File: src/rtl/countup_stopwatch.sv
// Up-counting M:SS stopwatch with BCD digit outputs and run/done status.
// Optional LAP_HOLD_EN adds a lap input that freezes the displayed digits.
module countup_stopwatch #(
    parameter int unsigned TICK_DIV = 100_000_000
) (
    input  logic       clk_100MHz,
    input  logic       reset,
    input  logic       start,
    input  logic       stop,
    input  logic       clear,
    input  logic [1:0] limit_minutes,
`ifdef LAP_HOLD_EN
    input  logic       lap,
`endif
    output logic [3:0] seconds_digit,
    output logic [3:0] tens_digit,
    output logic [1:0] minutes_digit,
    output logic       running,
    output logic       done,
    output logic       tick
);

    localparam int unsigned DW = (TICK_DIV > 1) ? $clog2(TICK_DIV) : 1;
    localparam logic [DW-1:0] DivLoad = DW'(TICK_DIV - 1);

    typedef enum logic [1:0] {StIdle, StRun, StPause, StDone} state_e;

    state_e        state_q, state_d;
    logic [3:0]    sec_q, sec_d, ten_q, ten_d;
    logic [1:0]    min_q, min_d, lim_q, lim_d;
    logic [DW-1:0] div_q, div_d;
    logic          tick_d;

    always_comb begin
        state_d = state_q;
        sec_d   = sec_q;
        ten_d   = ten_q;
        min_d   = min_q;
        lim_d   = lim_q;
        div_d   = div_q;
        tick_d  = 1'b0;
        if (clear) begin
            state_d = StIdle;
            sec_d   = 4'd0;
            ten_d   = 4'd0;
            min_d   = 2'd0;
            div_d   = DivLoad;
        end else begin
            case (state_q)
                StIdle: begin
                    if (start && !stop) begin
                        state_d = StRun;
                        lim_d   = limit_minutes;
                        div_d   = DivLoad;
                    end
                end
                StRun: begin
                    if (stop) begin
                        state_d = StPause;
                    end else if (div_q == '0) begin
                        div_d  = DivLoad;
                        tick_d = 1'b1;
                        if (sec_q == 4'd9) begin
                            sec_d = 4'd0;
                            if (ten_q == 4'd5) begin
                                ten_d = 4'd0;
                                min_d = min_q + 2'd1;
                            end else begin
                                ten_d = ten_q + 4'd1;
                            end
                        end else begin
                            sec_d = sec_q + 4'd1;
                        end
                        // Halt exactly on lim:00; lim 0 means free-run with 3:59 -> 0:00 wrap.
                        if (lim_q != 2'd0 && min_d == lim_q && ten_d == 4'd0 && sec_d == 4'd0) begin
                            state_d = StDone;
                        end
                    end else begin
                        div_d = div_q - 1'b1;
                    end
                end
                StPause: begin
                    if (start && !stop) state_d = StRun;
                end
                StDone:  ;
                default: state_d = StIdle;
            endcase
        end
    end

    always_ff @(posedge clk_100MHz or negedge reset) begin
        if (!reset) begin
            state_q <= StIdle;
            sec_q   <= 4'd0;
            ten_q   <= 4'd0;
            min_q   <= 2'd0;
            lim_q   <= 2'd0;
            div_q   <= DivLoad;
            tick    <= 1'b0;
            running <= 1'b0;
            done    <= 1'b0;
        end else begin
            state_q <= state_d;
            sec_q   <= sec_d;
            ten_q   <= ten_d;
            min_q   <= min_d;
            lim_q   <= lim_d;
            div_q   <= div_d;
            tick    <= tick_d;
            running <= (state_d == StRun);
            done    <= (state_d == StDone);
        end
    end

`ifdef LAP_HOLD_EN
    logic       lap_q, hold;
    logic [3:0] sec_disp_q, ten_disp_q;
    logic [1:0] min_disp_q;

    // The edge where lap is first seen loads the live count; later lap-high edges keep it.
    assign hold = lap && lap_q && (state_d == StRun || state_d == StPause);

    always_ff @(posedge clk_100MHz or negedge reset) begin
        if (!reset) begin
            lap_q      <= 1'b0;
            sec_disp_q <= 4'd0;
            ten_disp_q <= 4'd0;
            min_disp_q <= 2'd0;
        end else begin
            lap_q <= lap;
            if (!hold) begin
                sec_disp_q <= sec_d;
                ten_disp_q <= ten_d;
                min_disp_q <= min_d;
            end
        end
    end

    assign seconds_digit = sec_disp_q;
    assign tens_digit    = ten_disp_q;
    assign minutes_digit = min_disp_q;
`else
    assign seconds_digit = sec_q;
    assign tens_digit    = ten_q;
    assign minutes_digit = min_q;
`endif

endmodule
File: config.mk
export PLATFORM = sky130hd
export DESIGN_NAME = countup_stopwatch
export DESIGN_NICKNAME = d
export VERILOG_FILES = /design/src/rtl/countup_stopwatch.sv
export SDC_FILE = /design/constraint.sdc
export NUM_CORES = 1
export LEC_CHECK = 0
export ABC_AREA = 1
export CORE_MARGIN = 1.5
export CORE_UTILIZATION = 45
export CTS_BUF_LIST = sky130_fd_sc_hd__clkbuf_4
export DETAILED_ROUTE_END_ITERATION = 10
export MAX_ROUTING_LAYER = met4
export PLACE_DENSITY = 0.7
export REMOVE_ABC_BUFFERS = 1
export SETUP_SLACK_MARGIN = 0.3
export SLEW_MARGIN = 10
export SYNTH_ARGS = -nofsm -noshare
export SYNTH_HDL_FRONTEND = slang
export SYNTH_SLANG_ARGS = --single-unit
File: constraint.sdc
create_clock -name clk_100MHz -period 2 [get_ports clk_100MHz]
set_input_delay 0.3 -clock clk_100MHz [delete_from_list [all_inputs] [get_ports clk_100MHz]]
set_output_delay 0.3 -clock clk_100MHz [all_outputs]
set_load 0.005 [all_outputs]
# ---- Word-level counts from Yosys, hierarchy flattened
# Cells that the tools add are included.
dict set report totals {
  ff_bits 44
  inputBits 7
  out_inout_bits 13
}
dict set report op_classes {
  addsub 4
  eq_ne 10
  muxes 44
  bitwise 1
  n_reduce_logical 17
}
# op n
set ops {}
lappend ops {{27-bit two-way mux} 4}
lappend ops {{4-bit two-way mux} 19}
lappend ops {{27-bit case mux with 2 select lines} 1}
lappend ops {{2-bit two-way mux} 15}
lappend ops {{27-bit logical NOT} 1}
lappend ops {{27-bit by 1-bit subtractor with 27-bit output, second input constant} 1}
lappend ops {{3-bit AND reduction} 3}
lappend ops {{4-bit by 1-bit adder with 4-bit output, second input constant} 2}
lappend ops {{4-bit logical NOT} 2}
lappend ops {{3-bit != test, second input constant} 2}
lappend ops {{2-bit nonzero test} 3}
lappend ops {{2-bit by 1-bit == test with 1-bit output, second input constant} 2}
lappend ops {{2-bit == test, second input constant} 2}
lappend ops {{4-bit by 3-bit == test with 1-bit output, second input constant} 1}
lappend ops {{4-bit == test, second input constant} 1}
lappend ops {{1-bit logical AND} 4}
lappend ops {{1-bit two-way mux} 4}
lappend ops {{2-bit case mux with 2 select lines} 1}
lappend ops {{3-bit nonzero test} 1}
lappend ops {{2-bit by 1-bit adder with 2-bit output, second input constant} 1}
lappend ops {{2-bit == test} 1}
lappend ops {{2-bit logical NOT} 1}
lappend ops {{2-bit by 1-bit != test with 1-bit output, second input constant} 1}
lappend ops {{2-bit OR reduction} 1}
lappend ops {{other kinds (2)} 2}

# ---- Logic depth before layout (Yosys ltp)
dict set report depth {
  ltp_word 17
  depth_mapped 13
  depth_no_buf 13
}

# ---- Least setup slack after synthesis
# OpenSTA, ideal clock, no wires.
dict set report synth_timing {
  path_kind {register to register}
  startpoint {register div_q[0]}
  endpoint {register div_q[6]}
  setup_ns 0.082
  arrival_ns 1.661
  path_slack_ns 0.257
  stages_incl_launch_ff 12
  period_less_slack_ns 1.743
  cell_sequence {dfstp_2 inv_1 ha_1 nand2_2 nor2_2 nand4_2 inv_2 o21ai_4 inv_2 buf_6 a21oi_1 o21ai_1}
}
dict set report synth_between {
  elab_chain_len 5
  word_cells_on_any_way 6
  cone_classes {add/sub (1); mux (4); reduce/logical (1)}
}
# item line_no
set synth_rtl {}
lappend synth_rtl {{from (decl)} 31} ;# logic [DW-1:0] div_q, div_d;
lappend synth_rtl {{from (signal assigned)} 98} ;# div_q <= DivLoad;
lappend synth_rtl {{from (signal assigned)} 108} ;# div_q <= div_d;
lappend synth_rtl {{27-bit by 1-bit subtractor with 27-bit output or 27-bit logical NOT (tied branches)} {79, 60}}
lappend synth_rtl {{27-bit two-way mux (*)} 60} ;# end else if (div_q == '0) begin
lappend synth_rtl {{27-bit two-way mux (*)} 58} ;# if (stop) begin
lappend synth_rtl {{27-bit case mux with 2 select lines (*)} 49} ;# case (state_q)
lappend synth_rtl {{27-bit two-way mux (*)} 42} ;# if (clear) begin
# Mark *: on every way between the ends. The rest lies on a longest branch, timed or not. The select of a mux whose other input is x is not followed.
# A chain may end at the register's enable or synchronous reset.

# ---- Final worst setup path
dict set report layout_timing {
  startpoint {register div_q[0]}
  endpoint {register div_q[25]}
}
# The elaborated chain is that of the path after synthesis.

==> results by group <==
Run status
  • Status: completed

Global routing
  • Total gr overflow: 0
  • First-pass GRT wire length: 9200 um
  • GRT Util Overall: 19.7%
  • Largest net degree at the start of global routing: 29
  • Vias in the first global route: 2149
  • Antenna violations before repair: 0

CTS
  • TritonCTS clock tree: yes
  • CTS clock-pin slew for the worst setup and hold paths: 0.13 ns
  • Worst-Skew Late Latency: 0.35 ns
  • H-tree lvl count: 2
  • Clk buf depth: 2
  • CTS Sinks: 44
  • CTS Buf Count: 5
  • Root Driver: clkbuf_4

STA
  • Clock Skew: 0.00857 ns
  • Slew headroom: 58.3%
  • Minimum hold slack: 0.487 ns
  • Setup_tns: 0 ns
  • Fin crit period: 1.71 ns
  • Period utilization: 85.4%
  • Worst slew pin tran: 0.625 ns
  • Unrepaired setup endpoints after global routing: yes
  • Fmax: 586 MHz
  • Final slew viol count: 0
  • Fin. Hold Viols: 0
  • Final Setup Violations: 0

Critical path
  • Critical path fanouts, max: 3
  • Worst reg-to-reg setup slack: 0.29 ns
  • Levels on crit path: 11
  • CP cell instances: inv_2 -> ha_4 -> nand2_4 -> nor2_4 -> nand4_4 -> inv_4 -> o21ai_4 -> buf_12 -> buf_6 -> o21ai_2 -> a21oi_1
  • Critical Path Max Stage Delay: 0.56 ns
  • Setup CP Type: reg -> reg
  • Bufs and invs on worst path: 4
  • Crit start category: flip-flop
  • Data required, critical path: 2.28 ns
  • CP Capture Type: flip-flop
  • Arrival time at the worst endpoint: 1.99 ns
  • Slowest-stage cell, CP: dfstp_2
  • Worst Reg-to-Reg Cells: 11
  • Worst path top cell family by delay: flip-flops

Place
  • Final GP Congestion: 0.868
  • Number of buffers inserted by port buffering: 19
  • Dpl hpwl: 3680 um

Floorplanning
  • Die extent in y: 77.3 um
  • # rows: 26
  • IO Pins: 20
  • Die ar.: 5970 um2
  • Initial Util: 47.7%
  • Die width: 77.3 um
  • Placeable Area: 5200 um2

Worst hold path
  • Min-delay worst type: in -> async

Logic synthesis
  • Seq cells post-synth: 44
  • Synth area leaders: dfrtp_1 25%, dfstp_2 20%, nand2_1 9.5%
  • Syn Area/Cell: 8.03 um2
  • Area of the mapped netlist: 2480 um2
  • Ys async rst share: 100%
  • Post-synth top area cell: dfrtp_1
  • Number of flops mapped to enable cells by yosys: 0
  • Yosys warns: 0
  • Synth cell types: 38
  • Top cell type's share of synthesized area: 25.2%
  • Post-synthesis sequential area ratio: 45.3%
  • Synth Flop Type: dfrtp_1
  • Mapped Cells: 309

Finish
  • Area growth syn-to-layout: 30.3%
  • Share of layout cells above drive strength 1: 33.7%
  • Final nets: 372
  • Diodes inserted: 0

Routing
  • Routed len/inst: 12.3 um
  • DR pass1 iterations: 4
  • ANT nets after route: 0
  • Routed via count: 2186
  • Drt via density: 5.03
  • Routed WL: 5370 um
  • DRC violations left: 0
  • DRT iter0 DRCs: 103

Power and ir drop
  • Leak Pwr: 1.36 nW
  • Power Density: 475 nW/um2
  • Worst IR Drop VDD: 0.000304 V

Job
  • Max-cap violation count: 0
## kinds of logic after synthesis
group                    after synthesis  share of synthesized area [%]
AND/OR/NAND/NOR                      171                           33.9
flip-flops                            44                           45.3
adder cells (fa/ha/maj)                1                          0.504
buffers and inverters                 44                           7.06
AO/OA/AOI/OAI                         38                           9.32
XOR/XNOR                              11                           3.88
## metal layers
layer,GRT usage [%],up-vias,share of wire (%)
met3,3.21,6,3.7
met1,24.0,1019,45
met4,6.36,0,1.0
met5,-,-,0
li1,-,1118,-
met2,33.3,43,51
## power breakdown
| group | switching, mW | total [mW] | internal, mW |
|---|---|---|---|
| combinational | 0.108 | 0.192 | 0.0835 |
| clock | 0.294 | 0.426 | 0.133 |
| sequential | 0.00978 | 0.920 | 0.910 |
| total | 0.412 | 1.54 | 1.13 |
## worst register-to-register path: cells and delay by family (launching register included)
kind,cells,cell delay (ns)
simple gates,3,0.20
buf+inv,4,0.35
flops,1,0.56
compound gates,3,0.35
fa+ha+maj,1,0.16
## per-stage QoR
stage	cell area, um2	cells	power [mW]	utilization, %	setup slack (ns)
finish	3230	435	1.54	62.1	0.293
global route	3230	435	1.62	62.1	0.147
CTS	3030	422	1.54	58.3	0.259
detailed placement	2800	404	1.07	53.8	0.0406
global placement	2800	404	1.07	53.8	0.111
floorplan	2460	306	1.00	-	0.142
## cell usage in the layout (no fill, tap or decap), types with 3 or more instances in the layout
cell type,count
nand2_1,60
inv_1,34
nor2_1,32
buf_4,26
dfrtp_1,22
dfstp_2,19
clkdlybuf4s50_1,18
nand3_1,16
nor2_2,12
xor2_1,9
nand3_2,9
nand4_1,8
nor2_4,7
o21ai_1,7
nand2_2,6
o21ai_0,6
a21oi_2,6
o22ai_1,6
a21oi_1,5
clkbuf_4,5
inv_2,4
nor3_1,4
o21ai_2,3
clkinvlp_4,3
dfrtp_2,3
## state kept, by name, indices dropped and copies added, names as in the netlist
register       count
div_q             27
seconds_digit      4
tens_digit         4
lim_q              2
minutes_digit      2
state_q            2
done               1
running            1
tick               1
## area by class of cell
class                      count  area (um2)
sequential                    44        1130
tap                           70        87.6
timing repair buffer          50         453
clock buffer                   5        37.5
multi-input combinational    221        1340
fill                         446        1970
timing repair inverter         1        7.51
inverter                      41         164
clock inverter                 3        18.8
## cell usage after synthesis (all sizes together) (2+ instances only)
library cell   n
a21oi         11
and3           2
buf            3
dfrtp         25
dfstp         19
inv           41
nand2         67
nand3         25
nand3b         2
nand4         10
nor2          51
nor3           8
o211ai         2
o21ai         18
o22ai          6
or2            4
xnor2          2
xor2           9
## worst paths after layout
path | end | startpoint
setup / recovery | div_q[25] | div_q[0]
hold / removal | tick | reset
setup reg to reg | div_q[25] | div_q[0]
hold reg to reg | div_q[25] | div_q[25]
max in group asynchronous | div_q[14] | reset
min in group clk_100MHz | div_q[25] | div_q[25]
## repair_timing
action | in CTS | in global routing
endpoints found under the setup margin | 40 | 42
hold buffers | 1 | 0
gates cloned | 1 | 0
setup buffers | 8 | 13
gates resized for setup | 19 | 34
hold endpoints to repair | 18 | 0
pin swaps | 6 | 16
Note: power is estimated with default switching activity, not from simulation.
